`src/rtl/json_byte_unpacker.sv`:
```
// rtl/json_byte_unpacker.sv - 64-bit beat to byte-stream serialiser feeding the JSON tokenizer
//
// Purpose:
//   Accepts 64-bit beats with a byte-keep mask and a last flag.
//   Emits one byte per cycle, lowest emittable lane first.
//   Flags the final byte of each packet on out_last.
//   Counts completed packets.
//   Sets a sticky error when a last beat carries no emittable lanes.
//
// Configuration macro: JSON_UNPACK_SPARSE_KEEP_EN
//   defined   : every lane with its keep bit set is emitted; holes are skipped.
//   undefined : only the contiguous run of keep bits starting at lane 0 is emitted.
//
// Ports:
//   clk            in   sole clock, rising edge
//   rst            in   synchronous active-high reset
//   in_data        in   beat data, lane i = in_data[8i+7:8i]
//   in_keep        in   lane-valid mask
//   in_last        in   beat ends a packet
//   in_valid       in   upstream beat present
//   in_ready       out  beat accepted when in_valid && in_ready
//   out_byte       out  serialised byte
//   out_last       out  final byte of a packet
//   out_valid      out  byte present
//   out_ready      in   downstream accepts when out_valid && out_ready
//   pkt_count      out  completed packets, wraps
//   err_empty_last out  sticky empty-last-beat error
module json_byte_unpacker #(
  parameter int DATA_W = 64,
  parameter int CNT_W  = 16
) (
  input  logic              clk,
  input  logic              rst,
  input  logic [DATA_W-1:0] in_data,
  input  logic [7:0]        in_keep,
  input  logic              in_last,
  input  logic              in_valid,
  output logic              in_ready,
  output logic [7:0]        out_byte,
  output logic              out_last,
  output logic              out_valid,
  input  logic              out_ready,
  output logic [CNT_W-1:0]  pkt_count,
  output logic              err_empty_last
);

  localparam logic ST_EMPTY = 1'b0;
  localparam logic ST_DRAIN = 1'b1;

  logic              r_state;
  logic [DATA_W-1:0] r_data;
  logic [7:0]        r_mask;
  logic              r_last;
  logic [CNT_W-1:0]  r_pkt_count;
  logic              r_err;

  logic [7:0] w_emit_mask;
  logic [7:0] w_lowest;
  logic [2:0] w_lane_idx;
  logic       w_single;
  logic       w_in_hs;
  logic       w_out_hs;

`ifdef JSON_UNPACK_SPARSE_KEEP_EN
  assign w_emit_mask = in_keep;
`else
  // Running AND from lane 0: a lane is emittable only while no lower lane is unkept.
  always_comb begin
    logic run;
    run = 1'b1;
    w_emit_mask = '0;
    for (int i = 0; i < 8; i++) begin
      run = run & in_keep[i];
      w_emit_mask[i] = run;
    end
  end
`endif

  // Isolate the lowest set bit of the pending mask; it is the lane on the bus.
  assign w_lowest = r_mask & (~r_mask + 8'd1);
  assign w_single = (r_mask != 8'd0) && ((r_mask & (r_mask - 8'd1)) == 8'd0);

  always_comb begin
    w_lane_idx = 3'd0;
    for (int i = 7; i >= 0; i--) begin
      if (r_mask[i]) begin
        w_lane_idx = 3'(i);
      end
    end
  end

  // Outputs come straight from registered state, so they cannot move while stalled.
  // rst forces the idle handshake levels even before the reset edge lands.
  assign out_valid = (r_state == ST_DRAIN) && !rst;
  assign out_byte  = r_data[{w_lane_idx, 3'b000} +: 8];
  assign out_last  = r_last && w_single;
  assign in_ready  = rst || (r_state == ST_EMPTY) || (w_single && out_ready);

  assign w_out_hs = out_valid && out_ready;
  assign w_in_hs  = in_valid && in_ready && !rst;

  assign pkt_count      = r_pkt_count;
  assign err_empty_last = r_err;

  always_ff @(posedge clk) begin
    if (rst) begin
      r_state     <= ST_EMPTY;
      r_data      <= '0;
      r_mask      <= '0;
      r_last      <= 1'b0;
      r_pkt_count <= '0;
      r_err       <= 1'b0;
    end else begin
      if (w_out_hs) begin
        r_mask <= r_mask & ~w_lowest;
        if (out_last) begin
          r_pkt_count <= r_pkt_count + 1'b1;
        end
      end
      // An accept in DRAIN only happens alongside the final byte handshake,
      // so loading here safely overrides the mask update above.
      if (w_in_hs) begin
        r_data <= in_data;
        r_mask <= w_emit_mask;
        r_last <= in_last;
        if (w_emit_mask == 8'd0) begin
          r_state <= ST_EMPTY;
          if (in_last) begin
            r_err <= 1'b1;
          end
        end else begin
          r_state <= ST_DRAIN;
        end
      end else if (w_out_hs && w_single) begin
        r_state <= ST_EMPTY;
      end
    end
  end

endmodule

```
`config.mk`:
```
export PLATFORM = sky130hd
export DESIGN_NAME = json_byte_unpacker
export DESIGN_NICKNAME = d
export VERILOG_FILES = /design/src/rtl/json_byte_unpacker.sv
export SDC_FILE = /design/constraint.sdc
export NUM_CORES = 1
export LEC_CHECK = 0
export CORE_MARGIN = 3
export CORE_UTILIZATION = 47
export CTS_CLUSTER_DIAMETER = 30
export CTS_CLUSTER_SIZE = 20
export DETAILED_ROUTE_END_ITERATION = 10
export PLACE_DENSITY = 0.77
export SLEW_MARGIN = 10
export SYNTH_ARGS = -nofsm -noshare
export SYNTH_HDL_FRONTEND = slang
export SYNTH_SLANG_ARGS = --single-unit
```
`constraint.sdc`:
```
create_clock -name clk -period 2.5 [get_ports clk]
set_input_delay 0.5 -clock clk [delete_from_list [all_inputs] [get_ports clk]]
set_output_delay 0.5 -clock clk [all_outputs]
set_load 0.02 [all_outputs]
```
==> flow_summary.yaml <==
outcome:
  outcome: "finished with violations"
  violations: "setup timing"
cts:
  htreeDepth: 3
  cts.sinks: 91
  tritoncts: "yes"
  cts_buffer_depth: 2
  cts_hold_buf: 0
  clk_latency_ns: 0.37
  cts_root_buf: "clkbuf_8"
  numCtsBuffers: 9
  cts.reportedPaths.clkPinSlew_ns: 0.09
sta:
  fin_crit_ns: 2.677
  slew_violations: 0
  setup_viol: 9
  holdWs_ns: 0.3732
  worst_pin_slew_ns: 0.7381
  grt_setup_unrepaired: "true"
  fmax_mhz: 373.6
  fin_crit_sh: 1.071
  hold_viol: 0
  finalWorstSetupSlack_ns: -0.1769
  tns_ns: -1.068
  skew_ns: 0.01430
  slew_headroom: 0.5079
route:
  via_per_inst: 5.680
  ant_nets: 0
  routed_wl_um: 13790
  drtIter0Drc: 357
  drtPass1Iterations: 5
  via_count: 4845
  routedWlPerCell_um: 16.17
  drcViolationCount: 0
placed_design:
  gp_congestion: 0.9333
  place_area_mm2: 0.006312
  io_buffers: 104
  hpwlAfterDp_um: 9660
setup_path:
  cp_max_fo: 8
  critPathRequiredTime_ns: 2.00
  crit_chain: "nor2b_4 > o21bai_2 > a221oi_4 > buf_6 > clkbuf_16 > mux2i_2 > and4_1 > buf_6"
  start_kind: "register"
  slowest_delay_ns: 0.34
  worstPathArrival_ns: 2.18
  endpoint_kind: "primary output"
  cpMaxStageDelayCell: "dfxtp_2"
  worstSetupPathType: "register to primary output"
  path_common_cell: "buf_6"
logic_synthesis:
  syn-num-nets: 689
  synth.avg_cell_area_um2: 8.136
  syn-cell-area_mm2: 0.004971
  synth_warnings: 0
  postSynth.asyncResetShare: 0
  ys_ff_latch: 91
  seq_area_frac_synth: 0.3665
  synth_edf_count: 0
  synthTopCellsByArea: "dfxtp_1 (37%), o41ai_1 (11%), o21ai_0 (6.9%)"
  syn_inst: 611
  synthFlopType: "dfxtp_1"
  yosysMostFrequentCell: "dfxtp_1"
  synth_top_area_frac: 0.3665
  yosys.area.top_type: "dfxtp_1"
  synthTopCellsByCount: "dfxtp_1 (91), nor2_1 (87), inv_1 (71), o21ai_0 (69), o41ai_1 (64)"
  synthDistinctLibCells: 49
power:
  clkPwrFrac: 0.279
  cellPowerDensity_mw_per_mm2: 517.0
  p_leak_nw: 2.535
  swShare: 0.3051
  intPower_w: 0.002400
  seqPwrFrac: 0.475
  p_switching_w: 0.001054
  irDropWorstVdd_v: 0.0003282
  combPwrFrac: 0.246
die:
  die_h_um: 108.8
  coreArea_mm2: 0.01004
  fp.dieW_um: 108.8
  ios: 105
  initial_core_util: 0.4949
  die_area_mm2: 0.01185
  rows: 36
layout:
  design_area_mm2: 0.006680
  final_util: 0.6650
  diodes: 0
  nNetsFinal: 793
  fillers: 808
  area_delta_synth_final_pct: 34.38
  layout-drive-gt1-share: 0.1597
grt:
  grt_pass1_vias: 4509
  gr-total-overflow: 0
  grt_start_max_net_pins: 72
  grt_pass1_wl_um: 22010
  grt_usage: 0.2329
  antenna_found_initial: 0
worst_hold_path:
  hp-class: "input pin to register"
flow_run:
  cap_violations: 0
==> flip-flops by register name, indices dropped and copies added (netlist names) <==
name            flops
err_empty_last      1
r_data             64
r_state             1
r_last              1
pkt_count          16
r_mask              8
==> critical path: cells and delay by family, from the launching register on <==
| family | cells | cell delay, ns |
|---|---|---|
| flops | 1 | 0.34 |
| buf+inv | 3 | 0.46 |
| mux | 1 | 0.22 |
| simple gates | 2 | 0.39 |
| compound gates | 2 | 0.40 |
==> layout make-up <==
type	count	area (µm²)	share of cell area
multi-input cells	391	2685	0.4019
flip-flops and latches	91	1833	0.2744
repair buffers	151	1543	0.2309
inverters	71	266.5	0.03990
well taps	133	166.4	0.02491
clock buffers	10	137.6	0.02060
clock inverters	6	48.80	0.007305
==> kinds of logic after synthesis <==
logic type | share of synthesized area
buffers and inverters | 0.1080
DFF | 0.3665
and+or+nand+nor | 0.1719
AOI/OAI and AO/OA | 0.2434
muxes | 0.1077
adders and majority gates | 0.002517
==> stage by stage <==
step | setup slack (ns) | std cells | power [W]
6_report | -0.1769 | 853 | 0.003454
4_1_cts | -0.2133 | 852 | 0.003436
3_3_place_gp | -0.1650 | 829 | 0.002426
3_5_place_dp | -0.2714 | 829 | 0.002447
2_1_floorplan | 0.03011 | 611 | 0.002098
5_1_grt | -0.2338 | 853 | 0.003615
==> worst paths after layout <==
path | from | to | slack, ns | depth (start not counted)
setup / recovery | r_mask[7] | out_byte[4] | -0.18 | 8
hold / removal | rst | r_state | 0.37 | 2
setup reg to reg | r_mask[3] | r_data[23] | 0.13 | 9
hold reg to reg | err_empty_last | err_empty_last | 0.46 | 2
==> cells in the final DEF (no fill, tap or decap), drive strengths merged, types with 4 or more instances in the layout <==
cell type	count
a211oi	4
a21oi	11
and3	7
and4	9
buf	57
clkbuf	11
clkdlybuf4s50	93
dfxtp	91
inv	73
mux2	17
mux2i	34
nand2	14
nand2b	6
nand3	11
nand4	5
nor2	88
nor2b	16
nor3b	4
o21ai	71
o41ai	64
==> power by group through the flow <==
stage | Combinational [W] | Clock [W] | Sequential (W)
2_1_floorplan | 0.000454 | 0 | 0.00164
3_3_place_gp | 0.000763 | 0 | 0.00166
3_5_place_dp | 0.000778 | 0 | 0.00167
4_1_cts | 0.000821 | 0.000979 | 0.00164
5_1_grt | 0.000920 | 0.00104 | 0.00165
6_report | 0.000849 | 0.000965 | 0.00164
==> layer usage <==
layer / vias up / track usage / share of wire
li1: 2385 / - / -
met1: 2284 / 0.3258 / 0.46
met2: 159 / 0.3623 / 0.46
met3: 17 / 0.04914 / 0.064
met4: 0 / 0.06853 / 0.015
met5: - / 0 / 0
==> what timing repair did <==
item	4_1_cts	5_1_grt
pin swaps	4	8
setup buffers	5	0
cloned	2	1
gates resized for setup	62	17
endpoints found under the setup margin	10	10
No activity file was read; power rests on OpenSTA's default activity.
==> RTL edit (same flow settings) <==
Add a define of `JSON_UNPACK_SPARSE_KEEP_EN`.
--- a/src/rtl/json_byte_unpacker.sv
+++ b/src/rtl/json_byte_unpacker.sv
@@ -27,2 +27,4 @@
 //   err_empty_last out  sticky empty-last-beat error
+`define JSON_UNPACK_SPARSE_KEEP_EN
+
 module json_byte_unpacker #(
Function: changed (a bounded check fails within 4 cycles, from zero or initial values and one cycle with rst high).
==> RTL edit against the unedited design <==
The flow still finishes with violations (negative setup slack). First-iteration DRC count rose by 24%. Routed wire length is 22% higher. Synthesized cell count down 12%. Setup slack got worse by 190 ps. Area after synthesis fell by 3.4%. Register-to-register slack got worse by 470 ps. Cell count is 7.9% lower. Via count rose by 6.1%. Power grew 17%. Sequential cell count unchanged. Cell area rose by 5.2%. Largest cell class unchanged. Highest routed layer unchanged.
==> RTL edit: results (changes against the unedited design) <==
* Reg2Reg Capture Point: pkt_count[3]
* Worst hold start: r_last
- The via count of the first global-routing pass came to 4880 (+8.2%).
- The leakage power came to 2.48 nW (-2.0%).
- The length of routed met3 wiring came to 1.46 mm (+64%).
- Post-route worst setup slack: -370 ps (-193 ps)
* Result of the run: finished, violations left
- The part of the Yosys area used for sequential elements was 37.9% (+1.3 points).
- Reg2Reg Launch Point: r_mask[2]
* Sw Share: 32.8% (+2.3 points)
* Type of the most critical hold path: reg2reg
- The final reports fail on negative setup slack.
- The critical path ends at out_byte[1].
- The final setup violation count is 63 (+54).
* Detailed Place HPWL: 9.80 mm (+1.5%)
- The detailed route wirelength on metal2 was 8.05 mm (+28%).
* Syn_nets: 614 (-11%)
* Remaining max-slew budget at the tightest pin: 54.3% (+3.5 points)
- Number of nets in the layout: 726 (-8.4%)
- The overall fraction of global-route tracks in use was 27.3% (+4.0 points).
- Overall routed net length: 16.9 mm (+22%)
- The via count is 5139 (+6.1%).
- Fraction of final layout cells with drive strength greater than 1: 27.4% (+11 points)
- Arrival @ worst endpoint: 2370 ps (+190 ps)
- The maximum number of pins on one net before global-route repair is 65 (-9.7%).
## RTL edit: layer usage
metal	vias up	GRT usage [%]
met1	2497	35.8
li1	2328	-
met2	270	44.1
met4	0	8.86
met3	44	6.50
met5	-	0
## RTL edit: power groups by stage
| stage | Sequential (mW) | Clock (mW) | Combinational [mW] |
|---|---|---|---|
| 2_1_floorplan | 1.60 | 0 | 0.662 |
| 4_1_cts | 1.60 | 1.03 | 1.30 |
| 6_report | 1.61 | 1.03 | 1.42 |
| 3_3_place_gp | 1.63 | 0 | 1.02 |
| 5_1_grt | 1.61 | 1.10 | 1.49 |
| 3_5_place_dp | 1.62 | 0 | 1.05 |
## RTL edit: critical path, stage by stage, from the launching register on
cell and delay (ps):
sky130_fd_sc_hd__dfxtp_2 350, sky130_fd_sc_hd__nor2_4 130, sky130_fd_sc_hd__nor3_4 50, sky130_fd_sc_hd__o31ai_4 230, sky130_fd_sc_hd__buf_6 160, sky130_fd_sc_hd__buf_12 130
sky130_fd_sc_hd__mux2_4 300, sky130_fd_sc_hd__mux4_2 500, sky130_fd_sc_hd__buf_6 150
## RTL edit: worst min path at each step
stage	to	slack, ps
2_1_floorplan	r_last	440
3_3_place_gp	r_last	460
3_5_place_dp	r_last	470
4_1_cts	r_last	480
5_1_grt	r_last	510
6_report	r_last	480
## RTL edit: cell type report
class / count / share of cell area [%]
clock inverters: 7 / 1.05
repair buffers: 164 / 25.0
inverters: 13 / 0.694
flip-flops and latches: 91 / 26.1
clock buffers: 9 / 1.76
multi-input cells: 369 / 43.1
well taps: 133 / 2.37
## RTL edit: cells by family (layout without fill, tap and decap cells)
| kind of cell | after synthesis | count (layout) | share of synthesized area, % |
|---|---|---|---|
| AND/OR/NAND/NOR | 74 | 74 | 8.39 |
| adder cells (fa/ha/maj) | 1 | 1 | 0.261 |
| buffers and inverters | 76 | 193 | 6.12 |
| flip-flops | 91 | 91 | 37.9 |
| XOR/XNOR | 1 | 1 | 0.182 |
| multiplexers | 43 | 43 | 11.9 |
| AO/OA/AOI/OAI | 250 | 250 | 35.2 |
## RTL edit: stage by stage
stage | instance area (sq um) | setup slack [ps] | setup TNS (ps) | std cells | hold slack (ps)
after detailed placement | 6100 | -362 | -14330 | 743 | 466
after global placement | 6100 | -339 | -10190 | 743 | 456
final | 7030 | -370 | -9110 | 786 | 481
after CTS | 6820 | -440 | -5480 | 778 | 480
after global routing | 7030 | -434 | -14650 | 786 | 514
after floorplan | 4840 | 8.38 | 0 | 536 | 438
## RTL edit: timing repair
item	in CTS	in global routing
setup endpoints to repair	65	85
gates resized for setup	126	35
pin swaps	26	12
cloned	5	5
buffers inserted	14	6
